==> config.mk <==
export PLATFORM = sky130hd
export DESIGN_NAME = usb_stream_ctrl
export DESIGN_NICKNAME = d
export VERILOG_FILES = /design/src/rtl/usb_stream_pkg.sv /design/src/rtl/fifo_level_tracker.sv /design/src/rtl/usb_stream_ctrl.sv
export SDC_FILE = /design/constraint.sdc
export NUM_CORES = 1
export LEC_CHECK = 0
export BUFFER_PORTS_ARGS = -buffer_cell sky130_fd_sc_hd__buf_2
export CORE_ASPECT_RATIO = 0.6
export CORE_MARGIN = 8
export CORE_UTILIZATION = 50
export DETAILED_ROUTE_END_ITERATION = 10
export PLACE_DENSITY = 0.73
export SYNTH_ARGS = -nofsm -noshare
export SYNTH_HDL_FRONTEND = slang
export SYNTH_SLANG_ARGS = --single-unit
==> constraint.sdc <==
create_clock -name clk -period 5.4 [get_ports clk]
set_input_delay 0.54 -clock clk [delete_from_list [all_inputs] [get_ports clk]]
set_output_delay 0.54 -clock clk [all_outputs]
set_load 0.05 [all_outputs]
==> src/rtl/usb_stream_pkg.sv <==
// usb_stream_pkg: opcodes, FSM states and status byte layout shared by usb_stream_ctrl.
package usb_stream_pkg;
    localparam logic [7:0] OP_START   = 8'hA1;
    localparam logic [7:0] OP_STOP    = 8'hA2;
    localparam logic [7:0] OP_SAMPLES = 8'hA3;
    localparam logic [7:0] OP_STATUS  = 8'hA4;
    localparam logic [2:0] STATUS_SIG = 3'b101;
    localparam int ST_EN    = 0;
    localparam int ST_EMPTY = 1;
    localparam int ST_FULL  = 2;
    localparam int ST_URUN  = 3;
    localparam int ST_PERR  = 4;
    typedef enum logic [1:0] {S_IDLE, S_LEN, S_DATA, S_TX} state_t;
    function automatic logic is_opcode(input logic [7:0] b);
        return b == OP_START || b == OP_STOP || b == OP_SAMPLES || b == OP_STATUS;
    endfunction
endpackage

==> src/rtl/fifo_level_tracker.sv <==
// fifo_level_tracker: saturating FIFO occupancy count and the prefill threshold compare.
module fifo_level_tracker #(
    parameter int FIFO_DEPTH = 1024,
    parameter int PREFILL    = 512
) (
    input  logic clk,
    input  logic rst,
    input  logic wr,
    input  logic rd,
    output logic prefill_ok
);
    localparam int LW = $clog2(FIFO_DEPTH + 1);
    logic [LW-1:0] level;
    always_ff @(posedge clk or negedge rst) begin
        if (!rst) level <= '0;
        else if (wr && !rd && level != LW'(FIFO_DEPTH)) level <= level + LW'(1);
        else if (rd && !wr && level != '0) level <= level - LW'(1);
    end
    assign prefill_ok = level >= LW'(PREFILL);
endmodule

==> src/rtl/usb_stream_ctrl.sv <==
// usb_stream_ctrl: FT245 command parser feeding the sample FIFO and gating the AM modulator.
// Define USB_STREAM_CTRL_UNDERRUN_EN to flag underrun and drop mod_enable when the FIFO runs dry.
module usb_stream_ctrl
    import usb_stream_pkg::*;
#(
    parameter int FIFO_DEPTH = 1024,
    parameter int PREFILL    = 512
) (
    input  logic       clk,
    input  logic       rst,
    input  logic [7:0] rx_data_si,
    input  logic       rx_rdy_si,
    output logic       rx_ack_si,
    output logic [7:0] tx_data_si,
    output logic       tx_rdy_si,
    input  logic       tx_ack_si,
    output logic [7:0] fifo_wr_data,
    output logic       fifo_wr_en,
    input  logic       fifo_full,
    input  logic       fifo_empty,
    input  logic       mod_read,
    output logic       mod_enable,
    output logic [7:0] status
);
    state_t state, state_nxt;
    logic take, tx_done, perr_evt, urun_evt, prefill_ok, run_req, proto_err, underrun;
    logic [8:0] burst;
    assign tx_done  = tx_rdy_si && tx_ack_si;
    assign perr_evt = take && state == S_IDLE && !is_opcode(rx_data_si);
`ifdef USB_STREAM_CTRL_UNDERRUN_EN
    assign urun_evt = mod_enable && fifo_empty;
`else
    assign urun_evt = 1'b0;
`endif
    fifo_level_tracker #(
        .FIFO_DEPTH(FIFO_DEPTH),
        .PREFILL   (PREFILL)
    ) u_level (
        .clk       (clk),
        .rst       (rst),
        .wr        (fifo_wr_en),
        .rd        (mod_read && !fifo_empty),
        .prefill_ok(prefill_ok)
    );
    always_ff @(posedge clk or negedge rst) begin
        if (!rst) state <= S_IDLE;
        else state <= state_nxt;
    end
    // The ack register doubles as the one-cycle holdoff after each accepted byte.
    always_comb begin
        state_nxt = state;
        take = 1'b0;
        case (state)
            S_IDLE: begin
                take = rx_rdy_si && !rx_ack_si;
                if (take && rx_data_si == OP_SAMPLES) state_nxt = S_LEN;
                else if (take && rx_data_si == OP_STATUS) state_nxt = S_TX;
            end
            S_LEN: begin
                take = rx_rdy_si && !rx_ack_si;
                if (take) state_nxt = S_DATA;
            end
            S_DATA: begin
                take = rx_rdy_si && !rx_ack_si && !fifo_full;
                if (take && burst == 9'd1) state_nxt = S_IDLE;
            end
            S_TX: if (tx_done) state_nxt = S_IDLE;
            default: state_nxt = S_IDLE;
        endcase
    end
    always_ff @(posedge clk or negedge rst) begin
        if (!rst) begin
            rx_ack_si    <= 1'b0;
            fifo_wr_en   <= 1'b0;
            fifo_wr_data <= '0;
            burst        <= '0;
            run_req      <= 1'b0;
            proto_err    <= 1'b0;
            underrun     <= 1'b0;
            mod_enable   <= 1'b0;
            tx_rdy_si    <= 1'b0;
            tx_data_si   <= '0;
        end else begin
            rx_ack_si  <= take;
            fifo_wr_en <= take && state == S_DATA;
            if (take && state == S_DATA) fifo_wr_data <= rx_data_si;
            if (take && state == S_LEN) burst <= {rx_data_si == 8'd0, rx_data_si};
            else if (take && state == S_DATA) burst <= burst - 9'd1;
            if (take && state == S_IDLE && rx_data_si == OP_START) run_req <= 1'b1;
            else if (take && state == S_IDLE && rx_data_si == OP_STOP) run_req <= 1'b0;
            proto_err  <= perr_evt || (proto_err && !tx_done);
            underrun   <= urun_evt || (underrun && !tx_done);
            mod_enable <= run_req && (mod_enable || prefill_ok) && !urun_evt;
            // Status is captured in the ack cycle of the STATUS byte, the first cycle spent in TX.
            if (state == S_TX && !tx_rdy_si) begin
                tx_rdy_si  <= 1'b1;
                tx_data_si <= status;
            end else if (tx_done) tx_rdy_si <= 1'b0;
        end
    end
    always_comb begin
        status = {STATUS_SIG, 5'b0};
        status[ST_EN]    = mod_enable;
        status[ST_EMPTY] = fifo_empty;
        status[ST_FULL]  = fifo_full;
        status[ST_URUN]  = underrun;
        status[ST_PERR]  = proto_err;
    end
endmodule

Word level (Yosys, flattened, before mapping)
Cells that the tools add are included.
- register bits: 43
- input bits: 15
- output and inout bits: 28
- logic and storage cells: 87
- reductions and logical operators: 43
- $lt $le $gt $ge: 1
- eq/ne operators: 13
- multiplexer cells: 15
- add/subtract/negate cells: 3
- operators with widths (cell ; count):
    $eq A8 B8 Y1 const B ; 4
    $mux W11 ; 2
    $logic_and A1 B1 Y1 ; 21
    $mux W9 ; 2
    $add A11 B1 Y11 const B ; 1
    $ge A11 B10 Y1 const B ; 1
    $ne A11 B11 Y1 const B ; 1
    $reduce_bool A11 Y1 ; 1
    $sub A11 B1 Y11 const B ; 1
    $mux W2 ; 5
    $eq A9 B1 Y1 const B ; 1
    $sub A9 B1 Y9 const B ; 1
    $logic_not A1 Y1 ; 8
    $logic_not A8 Y1 ; 1
    $pmux W2 S4 ; 1
    $reduce_bool A2 Y1 ; 4
    $ne A2 B2 Y1 const B ; 3
    $logic_or A1 B1 Y1 ; 5
    $eq A2 B2 Y1 const B ; 2
    $mux W1 ; 4
    $reduce_and A4 Y1 ; 1
    $ne A3 B1 Y1 const B ; 1
    $eq A2 B1 Y1 const B ; 1
    $logic_not A2 Y1 ; 1
    2 further kinds ; 2

Logic depth before layout (Yosys ltp)
- word-level depth: 8
- depth in mapped cells: 10
- mapped depth without buffers: 10

Cells and area by module
From an unflattened synthesis, not the netlist that was laid out.
- cells, all modules: 260
- area total of the unflattened synthesis: 2572.5 um2
- modules (own cells, without submodules) (module ; area each (um2) ; instances ; cells each ; seq. area each (um2)):
    usb_stream_ctrl ; 1635.3 ; 1 ; 154 ; 800.8
    fifo_level_tracker ; 937.1 ; 1 ; 106 ; 275.3

Least setup slack after synthesis
Ideal clock, no wire load.
- path kind: reg2reg
- start: reg u_level.level[5]
- end: reg u_level.level[7]
- arrival: 2.740 ns
- path buffers: 0
- setup slack: 2.535 ns
- required time: 5.275 ns
- stages on the path, launching flop included: 11
- clock period less this slack: 2.865 ns
- setup time: 0.125 ns
- cells stage by stage: dfrtp_1 or4_1 nor4_2 nand2_1 nand2_1 ha_1 a21oi_1 o211ai_1 o21ai_0 xnor2_1 mux2_2
- word-level cells in the longest chain between the ends: 3
- elaborated cells between the ends (all ways): 9
- those cells by class: add/sub: 2; eq/ne: 1; mux: 2; reduce/logical: 4
- ends and longest elaborated chain (element ; line ; source):
    start, declared ; fifo_level_tracker.sv:13 ; logic [LW-1:0] level;
    start signal, assigned ; fifo_level_tracker.sv:16 ; else if (wr && !rd && level != LW'(FIFO_DEPTH)) level <= level + LW'(1);
    start signal, assigned ; fifo_level_tracker.sv:17 ; else if (rd && !wr && level != '0) level <= level - LW'(1);
    $sub A11 B1 Y11 (tied with other cells) ; fifo_level_tracker.sv:17 ;
    $mux W11 (tied with other cells) ; fifo_level_tracker.sv:17 ;
    $mux W11 / $reduce_bool A2 Y1 (equally long branches) ; n/a ;
Parallel ways exist; a longest one is shown, timed or not. The select of a mux whose other input is x is not followed.
A chain may end at the register's enable or synchronous reset.

Worst setup path in the final report
- start: reg u_level.level[0]
- end: reg u_level.level[7]
The elaborated chain is that of the path after synthesis.

==> metrics.yaml <==
synth:
  yosys.cell_types.count: 43
  syn_area_um2: 2450
  ys_warn_count: 0
  synth_top_flop_cell: "dfrtp_1"
  ys_ff_latch: 43
  synthCells: 255
  async_reset_ff_share_pct: 100
  synth_edf_count: 0
  syn_avg_cell_area_um2: 9.60
  seq_area_frac_synth_pct: 44.0
placement:
  portBuffers: 38
  routabilityCongestion: 0.843
  hpwl_mm: 3.92
  dp_cells: 342
power:
  ir_worst_vdd_mv: 0.283
  p_leak_nw: 1.32
  finalPower_mw: 1.45
  power_density_nw_per_um2: 528
clock_tree:
  cts_buffer_depth: 2
  ctsHoldBuffers: 0
  cts_made_buffers: 5
  cts-root-buf: "clkbuf_8"
  cts_resized: 0
  cts_sinks: 43
  clk_pin_slew_worst_paths_ns: 0.08
  worst_skew_pair.late_latency_ns: 0.31
  cts_tree: "yes"
  cts_setup_buffers: 0
  htreeDepth: 2
grt:
  grt_first_pass_wirelength_mm: 8.95
  grt_overflow: 0
  antenna_found_initial: 0
  track_usage_pct: 14.7
  grt_pass1_vias: 1780
  grt_max_degree: 44
layout:
  area_growth_pct: 12.1
  post-route-util_pct: 59.2
  mostFrequentLayoutCells: "dfrtp_1 (43), nand2_1 (40), buf_2 (38), nor2_1 (18), ha_1 (12)"
  layout_commonest_cell: "dfrtp_1"
  drive_gt1_share_pct: 20.9
  n_antenna_cell: 0
  finalNonFillerCells: 350
  finish.net_count: 314
timing:
  rsz0062_at_grt: "false"
  slew-limit-headroom_pct: 36.6
  tns_ns: 0
  report.final.slew_viol_count: 0
  tightest_slew_ns: 0.951
  hold_viol_final: 0
  setup_viol_count_final: 0
  min_period_ns: 3.28
  period_share_pct: 60.7
  fin_skew_ns: 0.0102
  fmax_mhz: 305
floorplan:
  die_h_um: 70.2
  dieWidth_um: 106
  initial_utilization_pct: 52.8
  dieArea_um2: 7460
  coreArea_um2: 4640
  io_pins: 43
  rows: 19
detailed_routing:
  post-route-drc-count: 0
  wl_mm: 5.32
  wl_per_cell_um: 15.2
  drt_first_pass_iters: 4
  via_per_inst: 5.52
  drtIter0Drc: 151
  ant_nets: 0
  dr_total_vias: 1933
worst_setup_path:
  required_ns: 5.59
  endpoint_kind: "flip-flop"
  cp_max_fo: 11
  cp-start-kind: "flip-flop"
  crit_arrival_ns: 3.47
  path_class: "flip-flop to flip-flop"
flow_run:
  cap_viol_max_count: 0
worst_hold_path:
  hp-class: "input port to async pin"
status:
  outcome: "finished, final reports clean"
flip-flops by register name, summed over array words and instances, names as in the netlist:
register and flops:
fifo_wr_data 8, state 2, tx_data_si 6, burst 9, tx_rdy_si 1, proto_err 1
u_level.level 11, fifo_wr_en 1, run_req 1, rx_ack_si 1, mod_enable 1, underrun 1
Yosys cell counts (2+ instances only):
cell type / instances / area (um^2)
and3_1: 2 / 12.5
nand2_1: 40 / 150
xor2_1: 4 / 35.0
nand2b_1: 4 / 25.0
a21oi_1: 11 / 55.1
nand4_1: 3 / 18.8
conb_1: 2 / 7.51
mux2_2: 9 / 101
o211ai_1: 3 / 22.5
o21ai_0: 10 / 50.1
a31oi_1: 4 / 25.0
or4_1: 4 / 30.0
nor2_1: 18 / 67.6
or3_1: 2 / 12.5
clkbuf_1: 6 / 22.5
a221o_1: 4 / 40.0
inv_1: 10 / 37.5
mux2_1: 5 / 56.3
nor4_1: 3 / 18.8
and2_1: 3 / 18.8
nor2b_1: 3 / 18.8
dfrtp_1: 43 / 1080
nand3_1: 10 / 50.1
buf_4: 10 / 75.1
nor3_1: 6 / 30.0
xnor2_1: 8 / 70.1
ha_1: 12 / 150
worst max-delay path, stage by stage, from the launching register on:
cell      delay [ns]
dfrtp_1         0.44
or4_1           0.57
nor4_2          0.29
nand2_1         0.17
nand2_1         0.38
ha_1            0.32
a21oi_1         0.24
o211ai_1        0.19
o21ai_0         0.22
xnor2_1         0.08
mux2_2          0.25
report_power, final:
part	internal (mW)	switching [mW]	total, mW
sequential	0.426	0.0978	0.524
clock	0.138	0.117	0.255
combinational	0.268	0.402	0.670
per-layer routing:
metal  track usage [%]  up-vias  part of all wire [%]
li1                  -      946                     -
met1              21.8      900                    50
met2              18.7       79                    39
met3              5.04        8                    10
met4              5.12        0                   1.2
met5                 0        -                     0
logic make-up after synthesis:
family	count (synthesis)	synth area share [%]
AOI/OAI and AO/OA	41	11.6
xor gates and xnor gates	12	4.29
adders and majority gates	13	6.95
buffers and inverters	27	5.67
DFF	43	44.0
muxes	15	7.36
other	2	0.307
and+or+nand+nor	102	19.9
final timing paths:
check                            startpoint               end  slack (ns)  cells past startpoint
max in group asynchronous               rst         rx_ack_si        4.43                      1
min                                     rst  u_level.level[7]        0.38                      1
min reg2reg                 fifo_wr_data[0]   fifo_wr_data[0]        0.48                      2
min in group clk                  tx_ack_si         tx_rdy_si        0.45                      2
max reg2reg                u_level.level[0]  u_level.level[7]        2.12                     10
max                        u_level.level[0]  u_level.level[7]        2.12                     10
layout make-up:
class                           instances  area (um^2)
Inverter                               10         37.5
Fill cell                             408         1890
Clock inverter                          3         43.8
Timing Repair Buffer                   39          198
Multi-Input combinational cell        187         1240
Sequential cell                        43         1080
Tap cell                               63         78.8
Clock buffer                            5         68.8
per-stage QoR:
step           hold slack [ns]  worst slack (ns)  area [um^2]
2_1_floorplan            0.244              2.54         2450
3_3_place_gp             0.456              2.29         2630
3_5_place_dp             0.461              2.16         2630
4_1_cts                  0.412              2.13         2740
5_1_grt                  0.445              1.86         2740
6_report                 0.384              2.12         2740
Note: power is estimated with default switching activity, not from simulation.
